--- config.mk ---
export PLATFORM = sky130hd
export DESIGN_NAME = uart_tx
export DESIGN_NICKNAME = d
export VERILOG_FILES = /design/src/rtl/uart_tx.sv
export SDC_FILE = /design/constraint.sdc
export NUM_CORES = 1
export LEC_CHECK = 0
export CAP_MARGIN = 20
export CELL_PAD_IN_SITES_DETAIL_PLACEMENT = 0
export CELL_PAD_IN_SITES_GLOBAL_PLACEMENT = 1
export CORE_MARGIN = 2
export CORE_UTILIZATION = 40
export DETAILED_ROUTE_END_ITERATION = 8
export GPL_ROUTABILITY_DRIVEN = 0
export PLACE_DENSITY_LB_ADDON = 0.1
export SETUP_SLACK_MARGIN = 0.02
export SYNTH_ARGS = -nofsm -noshare
export SYNTH_HDL_FRONTEND = slang
export SYNTH_SLANG_ARGS = --single-unit
--- constraint.sdc ---
create_clock -name CLK -period 2.3 [get_ports CLK]
set_input_delay 0.575 -clock CLK [delete_from_list [all_inputs] [get_ports CLK]]
set_output_delay 0.575 -clock CLK [all_outputs]
set_load 0.02 [all_outputs]
--- src/rtl/uart_tx.sv ---
// UART transmitter: one frame per accepted request, start / LSB-first data / optional parity / stop.
// Runs on the baud clock, so every CLK cycle is one bit time on TX_OUT.
module uart_tx #(
  parameter int DATA_WIDTH = 8
) (
  input  logic                  CLK,
  input  logic                  RST,
  input  logic [DATA_WIDTH-1:0] P_DATA,
  input  logic                  Data_Valid,
  input  logic                  parity_enable,
  input  logic                  parity_type,
  output logic                  TX_OUT,
  output logic                  busy
);

  localparam int CNT_W = (DATA_WIDTH > 1) ? $clog2(DATA_WIDTH) : 1;

  typedef enum logic [2:0] {
    IDLE   = 3'd0,
    START  = 3'd1,
    DATA   = 3'd2,
    PARITY = 3'd3,
    STOP   = 3'd4
  } state_t;

  state_t                state_q;
  logic [DATA_WIDTH-1:0] shift_q;
  logic [CNT_W-1:0]      bit_cnt_q;
  logic                  par_en_q;
  logic                  par_odd_q;
  logic                  par_acc_q;
  logic                  tx_q;
  logic                  busy_q;

  // Even parity is the XOR of the data bits; odd parity is its inverse.
  function automatic logic parity_bit(input logic xor_acc, input logic odd);
    return xor_acc ^ odd;
  endfunction

  // Frame FSM with serializer; outputs are loaded one cycle ahead so they are registered.
  always_ff @(posedge CLK or negedge RST) begin
    if (!RST) begin
      state_q   <= IDLE;
      shift_q   <= '0;
      bit_cnt_q <= '0;
      par_en_q  <= 1'b0;
      par_odd_q <= 1'b0;
      par_acc_q <= 1'b0;
      tx_q      <= 1'b1;
      busy_q    <= 1'b0;
    end else begin
      case (state_q)
        IDLE: begin
          tx_q   <= 1'b1;
          busy_q <= 1'b0;
          if (Data_Valid) begin
            shift_q   <= P_DATA;
            par_en_q  <= parity_enable;
            par_odd_q <= parity_type;
            par_acc_q <= 1'b0;
            tx_q      <= 1'b0;
            busy_q    <= 1'b1;
            state_q   <= START;
          end else begin
            state_q <= IDLE;
          end
        end
        START: begin
          tx_q      <= shift_q[0];
          par_acc_q <= par_acc_q ^ shift_q[0];
          shift_q   <= shift_q >> 1;
          bit_cnt_q <= '0;
          state_q   <= DATA;
        end
        DATA: begin
          // Parity accumulates each bit as it goes out, so it always reflects the latched word.
          if (bit_cnt_q == CNT_W'(DATA_WIDTH - 1)) begin
            bit_cnt_q <= '0;
            if (par_en_q) begin
              tx_q    <= parity_bit(par_acc_q, par_odd_q);
              state_q <= PARITY;
            end else begin
              tx_q    <= 1'b1;
              state_q <= STOP;
            end
          end else begin
            bit_cnt_q <= bit_cnt_q + CNT_W'(1);
            tx_q      <= shift_q[0];
            par_acc_q <= par_acc_q ^ shift_q[0];
            shift_q   <= shift_q >> 1;
          end
        end
        PARITY: begin
          tx_q    <= 1'b1;
          state_q <= STOP;
        end
        STOP: begin
          tx_q    <= 1'b1;
          busy_q  <= 1'b0;
          state_q <= IDLE;
        end
        default: begin
          tx_q      <= 1'b1;
          busy_q    <= 1'b0;
          bit_cnt_q <= '0;
          state_q   <= IDLE;
        end
      endcase
    end
  end

  assign TX_OUT = tx_q;
  assign busy   = busy_q;

endmodule

==> qor.csv <==
metric;value;unit
post-cts sizing count;0;
CP required;1.73;ns
pin slew with the least headroom to its limit;0.526;ns
Die X-Extent;54.2;microns
clock-pin slew on the worst setup and hold paths;0.11;ns
Tcrit/Tclk final;86.1;%
core area;2430;sq um
Syn Area/Cell;10.4;sq um
first-pass GRT wire length;3460;microns
Net Sw Frac;40.4;%
Die Ht;54.2;microns
largest net degree at the start of global routing;23;
synthesized area;1010;sq um
antenna-violating nets left;0;
Psw;659;uW
P per Cell Area;1350;nW/um^2
Synth Instances;97;
reg2reg setup slack;0.36;ns
Worst Path Arrival;1.41;ns
Worst Hold Class;reg -> reg;
Setup crit end kind;primary output;
Fmax achieved;505;MHz
Final Hold Fails;0;
Yosys top cell by area;dfrtp_1;
Hold Buf Count CTS;0;
fill count;242;
CTS tree;done;
gr usage total;16.3;%
worst-case reg-to-reg path depth;5;
Clock Sinks;19;
CP delay by family, top;buffers and inverters;
# rows;18;
#FFs+latches synth;19;
Worst-Skew Late Latency;0.30;ns
initial antenna violation count;0;
Vias per Instance;5.68;
Multi-input gate area;477;sq um
via count;818;
hold path startpoint;bit_cnt_q[1];
CP max FO;1;
MaxCap Viol Count;0;
Slew Limit Fails;0;
YS warnings;0;
hold path endpoint;bit_cnt_q[1];
RSZ-0062 raised after global routing;false;
Synth area leaders;dfrtp_1, o21ai_0, a2bb2oi_1;
commonest non-fill, non-tap cells in the layout;dfrtp_1, o21ai_0, clkdlybuf4s50_1;
most common cell after layout, fill and taps aside;dfrtp_1;
TritonRoute pass-1 iters;4;
Final Cell Area;1210;sq um
IO Port Bufs;14;
CTS max path bufs;2;
sequential share of power;38.6;%
num ports;15;
Unique masters post-synth;30;
Leak;0.000499;uW
combinational share of power;50.9;%
Worst path max stage delay;0.59;ns
clock skew;0.0103;ns
Rel. slew slack;64.8;%
Final setup viols;0;
drt total wl;2030;microns
Ant. Diodes;0;
Slowest-stage cell, CP;clkdlybuf4s50_1;
reg2reg end;shift_q[5];
Power Total;1630;uW
clock root cell;clkbuf_4;
Setup crit start kind;flop;
sequential area share after synthesis;47.3;%
setup tns final;0;ns
Starting Density;41.4;%
critical path type;reg -> out;
HPWL after DPL;1410;microns
status;complete, no violations;
dpl cell area;1180;sq um
crit path cell chain;clkdlybuf4s50_1;
Clk pwr share;10.5;%
Worst Path Buf+Inv;1;
Cell Int Power;971;uW
DRC viols;0;
Seq. cell area;477;sq um
routed len/inst;14.1;microns
WHS Path Cells;2;
setup bufs post-CTS;0;
initial DRC count;20;
top-area cell type share of the netlist area;44.7;%
reg2reg start;bit_cnt_q[0];
Total Nets Final;130;
minimum clock period;1.98;ns
Num CTS Buffers;3;
vias in the first global route;775;
post-synth net total;112;
H-tree depth;1;
Max VDD drop;0.708;mV
share of layout cells above drive strength 1;11.4;%
synth-to-layout area growth;20.2;%
Die ar.;2940;sq um
GRT overflow;0;
==> flip-flops by register name (all words and copies together) (netlist names) <==
signal     count
state_q        3
par_acc_q      1
par_odd_q      1
par_en_q       1
TX_OUT         1
bit_cnt_q      3
busy           1
shift_q        8
==> worst max path at each step <==
stage	startpoint	endpoint	slack, ns	cells past startpoint
finish	TX_OUT	TX_OUT	0.32	1
global route	bit_cnt_q[0]	par_acc_q	0.20	5
CTS	TX_OUT	TX_OUT	0.31	1
detailed placement	Data_Valid	par_odd_q	0.28	4
global placement	Data_Valid	par_odd_q	0.23	4
floorplan	bit_cnt_q[0]	shift_q[0]	0.53	6
==> metal layers <==
layer,global-route usage (%),up-vias,share of wire [%]
met2,23.7,29,42
met5,0,-,0
li1,-,398,-
met1,24.7,389,50
met3,2.50,2,7.3
met4,5.00,0,0.49
==> final cells by class <==
| type | instances | share of cell area, % |
|---|---|---|
| Clock buffer | 3 | 1.86 |
| Clock inverter | 1 | 0.413 |
| Inverter | 4 | 1.24 |
| Multi-Input combinational cell | 68 | 39.4 |
| Sequential cell | 19 | 39.4 |
| Tap cell | 30 | 3.10 |
| Timing Repair Buffer | 19 | 14.7 |
==> metrics by stage <==
stage / hold slack [ns] / setup WS (ns) / std cells / util [%]
after floorplan: 0.279 / 0.527 / 97 / -
after global placement: 0.506 / 0.231 / 140 / 48.7
after detailed placement: 0.523 / 0.282 / 140 / 48.7
after CTS: 0.548 / 0.305 / 144 / 49.8
after global routing: 0.574 / 0.200 / 144 / 49.8
final: 0.546 / 0.320 / 144 / 49.8
==> cell usage after synthesis (all sizes together) <==
library cell,instances
a211oi,1
a211o,1
nor4b,1
buf,3
o21ai,15
a221oi,7
a21oi,5
or3b,1
ha,2
nand2,7
inv,4
clkbuf,3
nand2b,2
o21bai,1
a2111o,1
nor2,2
xor2,1
mux2i,2
mux2,1
nor3,3
xnor2,2
a2bb2oi,8
dfstp,1
o2bb2ai,1
nand3,1
nor2b,2
dfrtp,18
nor3b,1
==> kinds of logic after synthesis <==
family | synth area share, %
AOI/OAI and AO/OA | 28.8
xor gates and xnor gates | 2.61
adders and majority gates | 2.48
buffers and inverters | 5.34
DFF | 47.3
muxes | 3.11
and+or+nand+nor | 10.3
==> power by group through the flow <==
stage	clock network (uW)	registers, uW	logic, uW
after floorplan	0	608	666
after detailed placement	0	635	828
after CTS	178	626	832
final	172	629	829
after global placement	0	629	817
after global routing	189	653	940
No activity file was read; power rests on OpenSTA's default activity.
